`src/rtl/uart_tx_frame.sv`:
```
// ----------------------------------------------------------------------------
// uart_tx_frame
//
// Purpose
//   UART transmit framer. A parallel payload is accepted on a valid strobe
//   while the framer is idle and is shifted out on TX_OUT one bit per clock:
//   start bit (0), DATA_WIDTH data bits LSB first, an optional parity bit,
//   then a stop bit (1). The clock is already the bit clock; any baud rate
//   division happens upstream.
//
// Ports
//   clk         in   1           bit clock, rising-edge active
//   reset       in   1           asynchronous reset, active-low
//   P_DATA      in   DATA_WIDTH  payload, sampled only on the accepting edge
//   Data_Valid  in   1           request; accepted when high while busy is low
//   PAR_EN      in   1           1 = append a parity bit (sampled on accept)
//   PAR_TYP     in   1           0 = even, 1 = odd parity (sampled on accept)
//   TX_OUT      out  1           serial line, flop output, idles high
//   busy        out  1           flop output, high from start bit to stop bit
// ----------------------------------------------------------------------------
module uart_tx_frame #(
  parameter int DATA_WIDTH = 8
) (
  input  logic                  clk,
  input  logic                  reset,
  input  logic [DATA_WIDTH-1:0] P_DATA,
  input  logic                  Data_Valid,
  input  logic                  PAR_EN,
  input  logic                  PAR_TYP,
  output logic                  TX_OUT,
  output logic                  busy
);

  // A one-bit payload still needs a one-bit counter.
  localparam int CNT_W = (DATA_WIDTH > 1) ? $clog2(DATA_WIDTH) : 1;
  localparam logic [CNT_W-1:0] LAST_BIT = CNT_W'(DATA_WIDTH - 1);

  typedef enum logic [2:0] {
    IDLE   = 3'd0,
    START  = 3'd1,
    DATA   = 3'd2,
    PARITY = 3'd3,
    STOP   = 3'd4
  } state_t;

  state_t                  state_q;
  logic [CNT_W-1:0]        cnt_q;
  logic [DATA_WIDTH-1:0]   data_q;
  logic                    par_en_q;
  logic                    par_bit_q;
  logic                    tx_q;
  logic                    busy_q;

  logic [CNT_W-1:0]        cnt_inc;

  // Parity bit that makes the total count of ones even (odd=0) or odd (odd=1).
  function automatic logic parity_bit(input logic [DATA_WIDTH-1:0] d,
                                      input logic                  odd);
    return (^d) ^ odd;
  endfunction

  assign cnt_inc = cnt_q + 1'b1;

  // Every output flop is loaded with the value belonging to the state being
  // entered, so TX_OUT/busy change exactly on the edge that changes state and
  // never depend combinationally on the inputs.
  always_ff @(posedge clk or negedge reset) begin
    if (!reset) begin
      state_q   <= IDLE;
      cnt_q     <= '0;
      data_q    <= '0;
      par_en_q  <= 1'b0;
      par_bit_q <= 1'b0;
      tx_q      <= 1'b1;
      busy_q    <= 1'b0;
    end else begin
      unique case (state_q)
        IDLE: begin
          tx_q   <= 1'b1;
          busy_q <= 1'b0;
          if (Data_Valid) begin
            // Everything the frame needs is captured here, so later input
            // changes cannot disturb the frame in flight.
            data_q    <= P_DATA;
            par_en_q  <= PAR_EN;
            par_bit_q <= parity_bit(P_DATA, PAR_TYP);
            state_q   <= START;
            tx_q      <= 1'b0;
            busy_q    <= 1'b1;
          end
        end

        START: begin
          state_q <= DATA;
          cnt_q   <= '0;
          tx_q    <= data_q[0];
        end

        DATA: begin
          if (cnt_q == LAST_BIT) begin
            cnt_q <= '0;
            if (par_en_q) begin
              state_q <= PARITY;
              tx_q    <= par_bit_q;
            end else begin
              state_q <= STOP;
              tx_q    <= 1'b1;
            end
          end else begin
            // Look one bit ahead: the flop shows data[cnt] while in DATA.
            cnt_q <= cnt_inc;
            tx_q  <= data_q[cnt_inc];
          end
        end

        PARITY: begin
          state_q <= STOP;
          tx_q    <= 1'b1;
        end

        STOP: begin
          // Requests are not looked at here, which guarantees one idle-high
          // cycle between back-to-back frames.
          state_q <= IDLE;
          tx_q    <= 1'b1;
          busy_q  <= 1'b0;
        end

        default: begin
          state_q <= IDLE;
          cnt_q   <= '0;
          tx_q    <= 1'b1;
          busy_q  <= 1'b0;
        end
      endcase
    end
  end

  assign TX_OUT = tx_q;
  assign busy   = busy_q;

endmodule
```
`config.mk`:
```
export PLATFORM = sky130hd
export DESIGN_NAME = uart_tx_frame
export DESIGN_NICKNAME = d
export VERILOG_FILES = /design/src/rtl/uart_tx_frame.sv
export SDC_FILE = /design/constraint.sdc
export NUM_CORES = 1
export LEC_CHECK = 0
export CAP_MARGIN = 20
export CORE_MARGIN = 2
export CORE_UTILIZATION = 46
export DETAILED_ROUTE_END_ITERATION = 12
export GPL_TIMING_DRIVEN = 0
export PLACE_DENSITY = 0.77
export SETUP_SLACK_MARGIN = 0.1
export SLEW_MARGIN = 30
export SYNTH_ARGS = -nofsm -noshare
export SYNTH_HDL_FRONTEND = slang
export SYNTH_SLANG_ARGS = --single-unit
```
`constraint.sdc`:
```
create_clock -name clk -period 1.6 [get_ports clk]
set_input_delay 0.4 -clock clk [delete_from_list [all_inputs] [get_ports clk]]
set_output_delay 0.4 -clock clk [all_outputs]
set_load 0.01 [all_outputs]
```
==> results_dict.tcl <==
set metrics [dict create \
    status "complete, no violations" \
    die_area_mm2 0.00236 \
    clk_pin_slew_worst_paths_ns 0.11 \
    synth_area_per_cell_um2 11.8 \
    finalHoldViolCount 0 \
    power_density_mw_per_mm2 1770 \
    grt_max_degree 19 \
    vias 673 \
    swShare_pct 33.5 \
    hpwl_um 1250 \
    synth_fp_nets 92 \
    antenna_found_initial 0 \
    hold_buffers 0 \
    path_max_fanout 5 \
    r2r-end "TX_OUT$_DFF_PN1_" \
    max_stage_delay_ns 0.46 \
    drive_gt1_share_pct 29.3 \
    synth.area.mux_share_pct 18.7 \
    die_w_um 48.5 \
    p_switching_w 0.000701 \
    clock_skew_ns 0.00895 \
    async_flop_share_pct 100 \
    p_total_w 0.00209 \
    start_util_pct 47.5 \
    min_path_type "primary input to register" \
    min_path_cells 2 \
    drtIter0Drc 14 \
    seqPwrFrac_pct 39.2 \
    regToRegStartpoint "cnt_q[0]$_DFFE_PN0N_" \
    core_mm2 0.00192 \
    internal-power_w 0.00139 \
    synth_top_area_share_pct 46.6 \
    die_h_um 48.5 \
    crit_arrival_ns 1.70 \
    crit_chain "ha_4, mux4_2, nor2b_1, a211oi_2, o21ai_1" \
    drtAntennaViolNets 0 \
    synthTopCellsByArea "dfrtp_1 47%, mux2_2 11%, xnor2_1 4.8%, dfstp_2 2.9%, mux4_1 2.9%" \
    grt_usage_pct 17.0 \
    drc 0 \
    worst_slew_pin_slew_ns 0.822 \
    maxCapViolations 0 \
    peakVddDrop_mv 0.763 \
    via_per_inst 5.34 \
    hp-start "P_DATA[6]" \
    synth_most_common_cell "dfrtp_1" \
    rsz0062_at_grt "yes" \
    ys_seq_area_share_pct 49.5 \
    synthCells 77 \
    cts_buffer_depth 2 \
    dp_slack_ns -0.393 \
    clk_latency_ns 0.29 \
    synth_top_cell_by_area "dfrtp_1" \
    grt_overflow 0 \
    synth.top_cells.by_count "17 x dfrtp_1, 9 x mux2_2, 6 x nand2_1" \
    power_frac_clock_pct 13.4 \
    synth_top_family_by_area "multiplexers" \
    row_count 16 \
    grt_pass1_wl_um 3050 \
    cts_root_buf "clkbuf_4" \
    required_ns 1.83 \
    diodes 0 \
    ys_types 28 \
    wl_per_cell_um 13.9 \
    place_congestion 0.841 \
    p_comb_share_pct 47.4 \
    grt_pass1_vias 654 \
    end_kind "register" \
    netlist_area_um2 912 \
    synth_edf_count 0 \
    critPathKind "register to register" \
    period_minus_slack_ns 1.47 \
    holdPathEnd "data_q[6]$_DFFE_PN0P_" \
    cts_buffers 3 \
    p_leak_nw 0.510 \
    final.setup.worst_slack_ns 0.128 \
    yosysWarnings 0 \
    htree_levels 1 \
    drv_slew 0 \
    synth-main-ff-cell "dfrtp_1" \
    cts_num_sinks 18 \
    tns_ns 0 \
    synth_xor_area_share_pct 8.23 \
    area_growth_pct 29.6 \
    setup_viol 0 \
    firstDrtPassIters 4 \
    maxSlewHeadroom_pct 45.0 \
    io_buffers 14 \
    startpoint_type "register" \
    synth_compound_area_share_pct 9.19 \
    fmax_mhz 679 \
    synth-seq-cells 18 \
    synthSimpleGateAreaFrac_pct 9.74 \
    min_period_over_period_pct 92.0 \
    synthAdderAreaFrac_pct 2.74 \
    wirelength_um 1750 \
    reg2reg_setup_slack_ns 0.13 \
    fin_nets 115 \
    slowest_stage "dfrtp_2" \
    r2r_cells 5 \
    ioPinCount 15 \
    cts_tree "done" \
]
[cells in the final DEF, fill, tap and decap left out, drive strengths merged]
cell type,synthesis,routed
dfrtp,17,17
mux2,9,9
dlygate4sd2,0,7
buf,3,7
nand2,6,6
o21ai,6,6
a21oi,5,5
clkdlybuf4s50,0,5
xnor2,5,5
nor2,4,4
clkbuf,0,4
mux4,2,2
nor3,2,2
mux2i,2,2
clkdlybuf4s15,0,2
nor2b,2,2
ha,2,2
dfstp,1,1
a211oi,1,1
o211ai,1,1
or3b,1,1
o21bai,1,1
nand2b,1,1
and2,1,1
inv,1,1
xnor3,1,1
xor2,1,1
a31oi,1,1
nor3b,1,1
[cells by family (layout without fill, tap and decap cells)]
kind of cell / after synthesis / count (layout)
adders and majority gates: 2 / 2
muxes: 13 / 13
and+or+nand+nor: 18 / 18
AOI/OAI and AO/OA: 15 / 15
DFF: 18 / 18
xor gates and xnor gates: 7 / 7
buffers and inverters: 4 / 26
[flip-flops by register name, summed over array words and instances (netlist names)]
name,flops
cnt_q,3
par_bit_q,1
state_q,3
busy,1
TX_OUT,1
par_en_q,1
data_q,8
[cell type report]
cell class | instances | area (µm²)
Fill cell | 164 | 739
Tap cell | 27 | 33.8
Multi-Input combinational cell | 55 | 474
Clock buffer | 4 | 36.3
Timing Repair Buffer | 18 | 161
Inverter | 1 | 3.75
Buffer | 3 | 20.0
Sequential cell | 18 | 453
[metrics by stage]
stage          hold slack (ns)  instances  util, %  instance area (µm²)
2_1_floorplan            0.104         77        -                  925
5_1_grt                  0.522        126     61.5                 1180
6_report                 0.506        126     61.5                 1180
3_5_place_dp             0.491        118     57.2                 1100
4_1_cts                  0.506        126     61.3                 1180
3_3_place_gp             0.486        118     57.2                 1100
[critical path: cells and delay by family (launching register included)]
| family | cells | cell delay, ns |
|---|---|---|
| AOI/OAI and AO/OA | 2 | 0.25 |
| adders and majority gates | 1 | 0.29 |
| DFF | 1 | 0.46 |
| muxes | 1 | 0.27 |
| and+or+nand+nor | 1 | 0.15 |
[timing repair]
action	CTS	global route
setup endpoints to repair	11	7
gates resized for setup	19	2
setup buffers	3	0
cloned	1	0
pin swaps	6	1
[how the worst max path moves through the flow]
stage	to	from	cells after the start
after floorplan	TX_OUT$_DFF_PN1_	cnt_q[0]$_DFFE_PN0N_	5
final	TX_OUT$_DFF_PN1_	cnt_q[0]$_DFFE_PN0N_	5
after CTS	TX_OUT	TX_OUT$_DFF_PN1_	1
after global routing	TX_OUT$_DFF_PN1_	cnt_q[0]$_DFFE_PN0N_	5
after global placement	par_bit_q$_DFFE_PN0P_	P_DATA[2]	5
after detailed placement	par_bit_q$_DFFE_PN0P_	P_DATA[5]	5
[power groups by stage]
| stage | registers [W] | clock network, W | logic (W) |
|---|---|---|---|
| 2_1_floorplan | 0.000801 | 0 | 0.000660 |
| 3_3_place_gp | 0.000823 | 0 | 0.000846 |
| 3_5_place_dp | 0.000836 | 0 | 0.000871 |
| 4_1_cts | 0.000819 | 0.000286 | 0.000988 |
| 5_1_grt | 0.000845 | 0.000306 | 0.00110 |
| 6_report | 0.000819 | 0.000281 | 0.000992 |
[routing by layer]
| metal | GRT usage (%) | wire (µm) |
|---|---|---|
| met1 | 21.2 | 736 |
| met2 | 28.9 | 916 |
| met4 | 5.71 | 13 |
| met3 | 4.32 | 81 |
| met5 | 0 | 0 |
No activity file was read; power rests on OpenSTA's default activity.
